===== src/rtl/ram_arb_nport.sv =====
// N-port arbiter in front of one single-ported SRAM bank (req/gnt/rvalid protocol).
// One transaction outstanding; grant and RAM strobe are combinational from the winner.
`timescale 1ns/1ps

module ram_arb_nport #(
  parameter int NUM_PORTS  = 4,
  parameter int ADDR_WIDTH = 32,
  parameter int DATA_WIDTH = 32,
  parameter int ARB_MODE   = 0
) (
  input  logic                            clk,
  input  logic                            rst_n,
  input  logic [NUM_PORTS-1:0]            port_req_i,
  output logic [NUM_PORTS-1:0]            port_gnt_o,
  output logic [NUM_PORTS-1:0]            port_rvalid_o,
  input  logic [NUM_PORTS*ADDR_WIDTH-1:0] port_addr_i,
  input  logic [NUM_PORTS-1:0]            port_we_i,
  input  logic [NUM_PORTS*DATA_WIDTH/8-1:0] port_be_i,
  input  logic [NUM_PORTS*DATA_WIDTH-1:0] port_wdata_i,
  output logic [NUM_PORTS*DATA_WIDTH-1:0] port_rdata_o,
  output logic                            ram_en_o,
  output logic [ADDR_WIDTH-1:0]           ram_addr_o,
  output logic                            ram_we_o,
  output logic [DATA_WIDTH/8-1:0]         ram_be_o,
  output logic [DATA_WIDTH-1:0]           ram_wdata_o,
  input  logic [DATA_WIDTH-1:0]           ram_rdata_i,
  input  logic                            ram_rvalid_i,
  output logic                            busy_o,
  output logic                            err_rvalid_o
);

  localparam int BE_W  = DATA_WIDTH / 8;
  localparam int IDX_W = (NUM_PORTS > 1) ? $clog2(NUM_PORTS) : 1;

  localparam logic IDLE = 1'b0;
  localparam logic BUSY = 1'b1;

  localparam logic [IDX_W-1:0] LAST_RST = IDX_W'(NUM_PORTS - 1);

  logic             state_q;
  logic [IDX_W-1:0] owner_q;
  logic [IDX_W-1:0] last_q;
  logic [IDX_W-1:0] winner;
  logic             any_req;
  logic             grant_ok;
  logic             do_grant;

  assign any_req  = |port_req_i;
  assign grant_ok = (state_q == IDLE) || ram_rvalid_i;
  // Qualified with rst_n so nothing is granted or strobed while reset is held.
  assign do_grant = rst_n && grant_ok && any_req;

  // Round-robin searches from last_q+1 and wraps; fixed priority searches from 0.
  always_comb begin : arbitrate
    int               idx;
    logic [IDX_W-1:0] idx_w;
    logic             found;
    // NOTE: every variable gets a default first so no path can infer a latch.
    idx    = 0;
    idx_w  = '0;
    found  = 1'b0;
    winner = '0;
    for (int i = 0; i < NUM_PORTS; i++) begin
      if (ARB_MODE == 0) idx = i;
      else               idx = (int'(last_q) + 1 + i) % NUM_PORTS;
      idx_w = idx[IDX_W-1:0];
      if (!found && port_req_i[idx_w]) begin
        winner = idx_w;
        found  = 1'b1;
      end
    end
  end

  always_comb begin : request_mux
    port_gnt_o  = '0;
    ram_en_o    = 1'b0;
    ram_addr_o  = '0;
    ram_we_o    = 1'b0;
    ram_be_o    = '0;
    ram_wdata_o = '0;
    if (do_grant) begin
      port_gnt_o[winner] = 1'b1;
      ram_en_o           = 1'b1;
      ram_addr_o         = port_addr_i[winner*ADDR_WIDTH +: ADDR_WIDTH];
      ram_we_o           = port_we_i[winner];
      ram_be_o           = port_be_i[winner*BE_W +: BE_W];
      ram_wdata_o        = port_wdata_i[winner*DATA_WIDTH +: DATA_WIDTH];
    end
  end

  // The response belongs to owner_q even when a new grant goes out in the same cycle.
  always_comb begin : response_route
    port_rvalid_o = '0;
    port_rdata_o  = '0;
    if (state_q == BUSY) begin
      port_rvalid_o[owner_q]                          = ram_rvalid_i;
      port_rdata_o[owner_q*DATA_WIDTH +: DATA_WIDTH] = ram_rdata_i;
    end
  end

  assign busy_o       = (state_q == BUSY);
  assign err_rvalid_o = rst_n && (state_q == IDLE) && ram_rvalid_i;

  // NOTE: state registers use non-blocking assignments so every flop samples pre-edge values.
  always_ff @(posedge clk or negedge rst_n) begin
    if (!rst_n) begin
      state_q <= IDLE;
      owner_q <= '0;
      last_q  <= LAST_RST;
    end else if (grant_ok) begin
      if (any_req) begin
        state_q <= BUSY;
        owner_q <= winner;
        last_q  <= winner;
      end else begin
        state_q <= IDLE;
      end
    end
  end

endmodule


===== config.mk =====
export PLATFORM = sky130hd
export DESIGN_NAME = ram_arb_nport
export DESIGN_NICKNAME = d
export VERILOG_FILES = /design/src/rtl/ram_arb_nport.sv
export SDC_FILE = /design/constraint.sdc
export NUM_CORES = 1
export LEC_CHECK = 0
export CORE_AREA = 2 2 203 205
export CTS_BUF_LIST = sky130_fd_sc_hd__clkbuf_4
export DETAILED_ROUTE_END_ITERATION = 7
export DIE_AREA = 0 0 205 207
export PLACE_DENSITY = 0.47
export SLEW_MARGIN = 40
export SYNTH_ARGS = -nofsm -noshare
export SYNTH_HDL_FRONTEND = slang
export SYNTH_SLANG_ARGS = --single-unit

===== constraint.sdc =====
create_clock -name clk -period 7.4 [get_ports clk]
set_input_delay 2.22 -clock clk [delete_from_list [all_inputs] [get_ports clk]]
set_output_delay 2.22 -clock clk [all_outputs]
set_load 0.05 [all_outputs]

# Word-level counts from Yosys, hierarchy flattened
# Index checks and enable logic that the tools add are counted.
[totals] ff_bits=3 in_bits=315 output_inout_bits=208 elab_cells=51
[op_classes] n_addsub=1 magnitude_cmp=4 shifts=5 muxes=21 bitwise=3 reduce_logical=15
[ops] op="128-bit by 8-bit indexed part select with 32-bit output" n=2
[ops] op="128-bit AND" n=1
[ops] op="128-bit two-way mux" n=1
[ops] op="32-bit by 34-bit variable shift with 128-bit output (first input constant)" n=1
[ops] op="32-bit by 34-bit indexed part select with 128-bit output" n=1
[ops] op="32-bit two-way mux" n=2
[ops] op="7-bit negation with 34-bit output" n=1
[ops] op="16-bit by 5-bit indexed part select with 4-bit output" n=1
[ops] op="4-bit two-way mux" n=3
[ops] op="1-bit two-way mux" n=10
[ops] op="1-bit logical AND" n=9
[ops] op="2-bit by 3-bit less-than comparator with 1-bit output (second input constant)" n=2
[ops] op="4-bit AND" n=1
[ops] op="1-bit demux with 2-bit select" n=2
[ops] op="2-bit by 1-bit greater-or-equal comparator with 1-bit output (second input constant)" n=2
[ops] op="2-bit two-way mux" n=2
[ops] op="4-bit OR reduction" n=1
[ops] op="1-bit logical NOT" n=3
[ops] op="1-bit binary-select mux with 2-bit select" n=1
[ops] op="2-bit AND reduction" n=1
[ops] op="1-bit logical OR" n=1
[ops] op="1-bit NOT" n=1

# Logic depth before layout (Yosys ltp)
# Gate-level depths: netlist (run 1).
[depth] word_depth=15 ltp_mapped=6 ltp_nobuf=5

# Least setup slack after synthesis (run 1)
# Ideal clock, no wire load.
[synth_path] path_kind="input to output" startpoint="input port port_req_i[1]" endpoint="output port port_gnt_o[2]" t_arrival_ns=4.413 path_slack_ns=0.767 path_stages=4 n_path_buf=3 cell_sequence="buf_2 -> buf_2 -> clkbuf_1 -> nor4b_1"
[synth_between] elab_chain_len=13 word_cells_on_any_way=18
[synth_rtl] element="from (decl)" line="13" text="input logic [NUM_PORTS-1:0] port_req_i,"
[synth_rtl] element="1-bit logical AND" line="67" text="if (!found && port_req_i[idx_w]) begin"
[synth_rtl] element="1-bit two-way mux" line="67"
[synth_rtl] element="1-bit logical NOT" line="67"
[synth_rtl] element="1-bit logical AND" line="67"
[synth_rtl] element="1-bit two-way mux" line="67"
[synth_rtl] element="1-bit logical NOT" line="67"
[synth_rtl] element="1-bit logical AND" line="67"
[synth_rtl] element="2-bit two-way mux" line="67"
[synth_rtl] element="2-bit by 3-bit less-than comparator with 1-bit output (implied by the code) / 2-bit by 1-bit greater-or-equal comparator with 1-bit output (equally long branches)" line="82" text="port_gnt_o[winner] = 1'b1;"
[synth_rtl] element="1-bit logical AND (implied by the code)" line="82"
[synth_rtl] element="1-bit two-way mux (implied by the code)" line="82"
[synth_rtl] element="1-bit demux with 2-bit select" line="82"
[synth_rtl] element="4-bit two-way mux (*)" line="81" text="if (do_grant) begin"
[synth_rtl] element="to (decl)" line="14" text="output logic [NUM_PORTS-1:0] port_gnt_o,"
# Mark *: on every way between the ends. The rest lies on a longest branch, timed or not.

# Worst setup path in the final report (run 1)
[layout_path] startpoint="input port port_req_i[3]" endpoint="output port ram_addr_o[31]"
[layout_between] elab_chain_len=4 word_cells_on_any_way=6
[layout_rtl] element="1-bit logical AND" line="67"
[layout_rtl] element="2-bit two-way mux" line="67"
[layout_rtl] element="128-bit by 8-bit indexed part select with 32-bit output" line="84" text="ram_addr_o = port_addr_i[winner*ADDR_WIDTH +: ADDR_WIDTH];"
[layout_rtl] element="32-bit two-way mux (*)" line="81"
[layout_rtl] element="to (decl)" line="22" text="output logic [ADDR_WIDTH-1:0] ram_addr_o,"
# Marks and branches as above.

==> metrics.cfg, run 1 <==
[run_status]
status=finished, final reports clean

[cts]
cts_tree=built
cts_resized=0
cts_setup_buffers=0
insertion_delay_ns=0.23
clkSlewWorstSetupHoldPaths_ns=0.04
cts.sinks=3
htreeDepth=1
cts_buffers=3
hold_buffers=0
clk_path_buf_depth=2
clock-root-buffer=clkbuf_4

[cells_and_area]
finalInstanceArea_mm2=0.00995
fillers=4501
area_delta_synth_final_pct=159
drive_gt1_share_pct=11.7
fin_nets=1375
area.sequential_um2=75.1
final_core_util_pct=24.6
multi_input_area_mm2=0.00346

[power]
switching_share_pct=50.0
seq_power_share_pct=2.7
ir_drop_mv=0.0272
combPwrFrac_pct=92.7
p_sw_uw=357
clkPwrFrac_pct=4.5
p_leak_uw=0.00358
power_density_mw_per_mm2=71.8
p_int_uw=357

[synth]
synthTopCellsByCount=and2_1 (128), nand3b_1 (69), a21oi_1 (64)
synth_top_cell_by_area=and2_1
netlist_area_mm2=0.00385
ys_seq_area_share_pct=1.95
async_flop_share_pct=100
ys_ff_latch=3
yosysMostFrequentCell=and2_1
yosysWarningCount=0
netlist_instances=587
synth_top_area_share_pct=20.8
syn_nets=907
syn_area_per_cell_um2=6.55
synth_edf_count=0
synth.area.top_cells=and2_1 (21%), nand3b_1 (13%), a21o_1 (12%), a21oi_1 (8.3%), a22oi_1 (7.8%)
synthFlopType=dfrtp_1
ys_types=33

[sta]
fin_skew_ns=0.000417
setup_slack_ns=0.617
fmax_mhz=147
post-route-min-period_ns=6.78
fin_setup_tns_ns=0
final.period_utilization_pct=91.7
worstMarginPinSlew_ns=0.596
setup_viol=0
hold_violations=0
rsz0062_at_grt=false
slew_headroom_pct=60.2
final-max-slew-violation-count=0

[floorplan]
core_mm2=0.0404
fp-row-count=74
start_util_pct=9.53
die_w_um=205
fp.dieArea_mm2=0.0424
ioPinCount=523
die_y_um=207

[global_route]
grt_pass1_wl_um=43200
grt_usage_pct=13.5
overflow=0
grt_max_degree=104
antenna_found_initial=9
grt_pass1_vias=6523

[setup_path]
cp_slowest_cell=clkdlybuf4s50_1
crit_path_end_kind=output port
worst-path-max-fanout=49
crit_chain=clkdlybuf4s50_1 > buf_4 > nor4b_4 > buf_12 > buf_4 > a222oi_1 > a21oi_1 > buf_4
cp-start-kind=primary input
cp.arrival_ns=4.56
critical_path_required_ns=5.18
r2r-start=busy_o
crit_path_start=port_req_i[3]
crit_buf_inv=5
cpLargestDelayFamily=buffers and inverters
cpPeakStageDelay_ns=0.49
path_common_cell=buf_4
path_class=in2out

[placed_design]
place_ws_ns=0.618
io_buffers=522
dp_hpwl_um=25400
place_area_mm2=0.00990
gp_congestion=0.876

[route]
dr.pass1.iters=5
drtIter0Drc=342
top_layer=met5
wire_per_inst_um=19.6
viasPerCell=4.09
wirelength_um=31200
via_count=6502
m1WireLength_um=11000
dr_wl_met3_um=2740
wl_met2_um=16500
route.detailed.drc=0
ant_nets=0

[worst_hold_path]
min_path_type=reg2reg
worstHoldStart=owner_q[1]

[flow_run]
cap_violations=0

[worst paths after layout]
kind / endpoint / slack (ns) / cells after the start
hold reg to reg: owner_q[1] / 0.64 / 2
min in group asynchronous: owner_q[0] / 2.53 / 2
setup reg to reg: owner_q[0] / 6.12 / 4
setup / recovery: ram_addr_o[31] / 0.62 / 8
max in group asynchronous: owner_q[1] / 4.74 / 2
hold / removal: owner_q[1] / 0.64 / 2
[metrics by stage]
step / power [uW] / std cells / hold slack (ns)
4_1_cts: 722 / 1586 / 0.648
2_1_floorplan: 335 / 587 / 0.572
3_5_place_dp: 687 / 1582 / 0.643
6_report: 714 / 1591 / 0.640
3_3_place_gp: 685 / 1581 / 0.620
5_1_grt: 753 / 1589 / 0.678
[area by class of cell]
type                            instances  area share, %
Antenna cell                            5          0.126
Tap cell                              532           6.69
Sequential cell                         3          0.755
Clock buffer                            4          0.302
Multi-Input combinational cell        508           34.8
Inverter                                3          0.113
Timing Repair Buffer                  536           57.2
[layer usage]
| metal | vias to the layer above | GRT usage [%] |
|---|---|---|
| met2 | 378 | 26.6 |
| met4 | 4 | 4.27 |
| met5 | - | 0 |
| li1 | 3089 | - |
| met1 | 2993 | 13.6 |
| met3 | 38 | 3.41 |
[power by group through the flow]
stage	combinational [uW]	clock, uW	sequential (uW)
CTS	669	33.7	19.7
floorplan	315	0	19.6
detailed placement	667	0	19.8
finish	662	32.3	19.6
global route	697	36.2	19.9
global placement	665	0	19.6
[cell families (layout without fill, tap and decap cells)]
group                      Yosys count  count (layout)  synth area share [%]
and+or+nand+nor                    296             296                  49.6
AOI/OAI and AO/OA                  206             206                  38.0
buffers and inverters               76             543                  8.62
adders and majority gates            5               5                  1.63
DFF                                  3               3                  1.95
muxes                                1               1                 0.260
other                                0               5                     0
[registers in the layout, indices dropped and copies added (netlist names)]
register and count:
owner_q 2, busy_o 1
[placed cells by master (no fill, tap or decap), types with 4 or more instances in the layout]
cell             count
clkdlybuf4s50_1    448
and2_1             128
nand3b_1            69
a21oi_1             64
a21o_1              63
buf_4               45
nand2_1             42
buf_12              42
a22oi_1             40
or3b_2              23
a222oi_1            23
nand2b_1             7
a221oi_1             6
nand4_1              6
o31ai_1              6
and3_1               6
diode_2              5
ha_1                 5
clkbuf_4             4
[worst min-delay path: cells and delay by family, from the launching register on]
family / cells / cell delay [ns]
compound gates: 1 / 0.08
buf+inv: 1 / 0.13
flops: 1 / 0.39
No activity file was read; power rests on OpenSTA's default activity.
==> run 2: changes to the inputs <==
ABC_CLOCK_PERIOD_IN_PS = 7400   (was default)
==> results of run 2 <==
Final layout, timing and power as in run 1 (identical DEF).
==> run 3: changes to the inputs <==
ABC_AREA = 1   (was default)
ABC_CLOCK_PERIOD_IN_PS = 8400   (was 7400)
CORE_AREA = 2 2 206 208   (was 2 2 203 205)
DIE_AREA = 0 0 208 210   (was 0 0 205 207)
PLACE_DENSITY = 0.46   (was 0.47)
clock period = 8.4 ns   (was 7.4 ns; I/O delays follow)
==> run 3 against run 2 <==
Compared with the run above: register-to-register slack better by 1.1 ns; clock skew hardly changed; combinational power hardly changed; clock-buffer cell count stayed put; largest power group unchanged.
==> metrics.cfg, run 3 <==
[synth]
ys_seq_area_share_pct=2.13  ; +0.18 points
synth_top_cell_by_area=nand2_1
yosysWarningCount=0  ; unchanged
synth_edf_count=0  ; unchanged
ys_ff_latch=3  ; unchanged
synthTopCellsByCount=nand2_1 (378), nor2_1 (89), nand3_1 (73)
ys_types=21  ; -36%
async_flop_share_pct=100  ; unchanged
synth_top_area_share_pct=40.2  ; +19 points
yosysMostFrequentCell=nand2_1
syn_nets=1135  ; +25%
netlist_area_mm2=0.00353  ; -8.3%
synthFlopType=dfrtp_1
netlist_instances=815  ; +39%
syn_area_per_cell_um2=4.33  ; -34%
synth.area.top_cells=nand2_1 (40%), nand3_1 (10%), nor2_1 (9.5%), inv_1 (7.3%), nor3_1 (5.7%)

[route]
route.detailed.drc=0  ; unchanged
dr.pass1.iters=4  ; -1
ant_nets=0  ; unchanged
viasPerCell=3.86  ; -5.6%
drtIter0Drc=405  ; +18%
wire_per_inst_um=17.2  ; -12%
via_count=7136  ; +9.8%
wirelength_um=31700  ; +1.8%

[setup_path]
cp.arrival_ns=4.74  ; +0.18 ns
path_class=in2out
path_common_cell=nand2_1
worst-path-max-fanout=31  ; -37%
crit_chain=clkdlybuf4s50_1 > inv_1 > nand3_1 > nand2_2 > nor2_4 > nand2_1 > inv_2 > buf_4 > nand2_1 > nand2_1 > buf_4
critical_path_required_ns=5.88  ; +0.70 ns
r2r_cells=3  ; -1
cpPeakStageDelay_ns=0.50  ; about the same
cp_slowest_cell=clkdlybuf4s50_1
crit_path_end_kind=output port
cp-start-kind=primary input

[floorplan]
fp-row-count=75  ; +1.4%
start_util_pct=8.50  ; -1.0 points
die_w_um=208  ; +1.5%
core_mm2=0.0415  ; +2.7%
ioPinCount=523  ; unchanged
fp.dieArea_mm2=0.0437  ; +2.9%
die_y_um=210  ; +1.4%

[global_route]
antenna_found_initial=6  ; -3
grt_max_degree=53  ; -49%
overflow=0  ; unchanged
grt_usage_pct=13.5  ; -0.033 points
grt_pass1_wl_um=45000  ; +4.1%
grt_pass1_vias=7283  ; +12%

[run_status]
status=finished, final reports clean

[placed_design]
io_buffers=522  ; unchanged
gp_congestion=0.868  ; -0.95%
dp_hpwl_um=27100  ; +6.6%
place_area_mm2=0.00936  ; -5.5%

[cts]
cts.sinks=3  ; unchanged
cts_tree=built
hold_buffers=0  ; unchanged
clock-root-buffer=clkbuf_4
cts_resized=0  ; unchanged
htreeDepth=1  ; unchanged
cts_buffers=3  ; unchanged
insertion_delay_ns=0.23  ; about the same
clkSlewWorstSetupHoldPaths_ns=0.04  ; about the same
cts_setup_buffers=0  ; unchanged
clk_path_buf_depth=2  ; unchanged

[worst_hold_path]
min_path_type=reg2reg
hold_path_depth=2  ; unchanged

[sta]
worstMarginPinSlew_ns=0.715  ; +0.119 ns
whs_ns=0.674  ; +0.0347 ns
fmax_mhz=138
fin_skew_ns=0.000238  ; -0.000179 ns
rsz0062_at_grt=false
slew_headroom_pct=52.2  ; -8.0 points
fin_setup_tns_ns=0  ; unchanged
final.period_utilization_pct=86.5
post-route-min-period_ns=7.26
hold_violations=0  ; unchanged
final-max-slew-violation-count=0  ; unchanged
setup_viol=0  ; unchanged

[cells_and_area]
fin_nets=1625  ; +18%
drive_gt1_share_pct=8.90  ; -2.8 points
largest-register=owner_q
final_common_cell=clkdlybuf4s50_1
area_delta_synth_final_pct=167
final_cell_mix=clkdlybuf4s50_1 (449), nand2_1 (376), nor2_1 (89)
largest_reg_flops=2  ; unchanged
finalInstanceArea_mm2=0.00941  ; -5.4%

[power]
ir_drop_mv=0.0430  ; +58%
power_density_mw_per_mm2=75.5  ; +5.2%
p_leak_uw=0.00406  ; +13%

[flow_run]
cap_violations=0  ; unchanged

[run 3: through the flow]
stage	cells	util [%]	power, uW	setup WS (ns)
after CTS	1843	22.6	717	1.06
after global routing	1848	22.7	753	0.896
final	1849	22.7	711	1.14
after floorplan	815	-	358	1.79
after detailed placement	1839	22.6	687	1.08
after global placement	1839	22.6	689	1.07
[run 3: final cells by class]
class / instances / area, um^2
diodes: 6 / 15.0
clock buffers: 4 / 30.0
fillers: 4856 / 32100
inverters: 78 / 293
multi-input cells: 676 / 2910
flip-flops and latches: 3 / 75.1
well taps: 539 / 674
repair buffers: 543 / 5410
[run 3: path summary, 6_finish.rpt]
path,slack (ns),from,to
worst max-delay path,1.14,port_req_i[2],ram_addr_o[10]
worst min-delay path,0.67,owner_q[1],owner_q[1]
worst max register to register,7.20,owner_q[0],owner_q[0]
worst min register to register,0.67,owner_q[1],owner_q[1]
max in group asynchronous,5.75,rst_n,busy_o
min in group asynchronous,2.49,rst_n,owner_q[1]
[run 3: cells by family (layout without fill, tap and decap cells)]
logic type	Yosys count	count (layout)	synth area share [%]
AND/OR/NAND/NOR	614	614	72.2
flip-flops	3	3	2.13
buffers and inverters	136	625	15.6
adder cells (fa/ha/maj)	5	5	1.77
AO/OA/AOI/OAI	57	57	8.27
other	0	6	0
[run 3: worst max-delay path, delay by kind of cell]
kind                   cells  cell delay, ns
buffers and inverters      5            1.59
and+or+nand+nor            6            0.63
[run 3: power by group]
group	leakage, uW	switching (uW)	internal (uW)
clock network	0.0000184	6.98	21.0
registers	0.0000344	1.85	16.3
logic	0.00401	404	260
[run 3: routing by layer]
layer	track usage, %	up-vias	share of wire, %
met5	0	-	0
met4	6.21	0	4.2
met3	3.52	42	8.3
met2	25.1	381	51
met1	14.1	3177	37
li1	-	3536	-
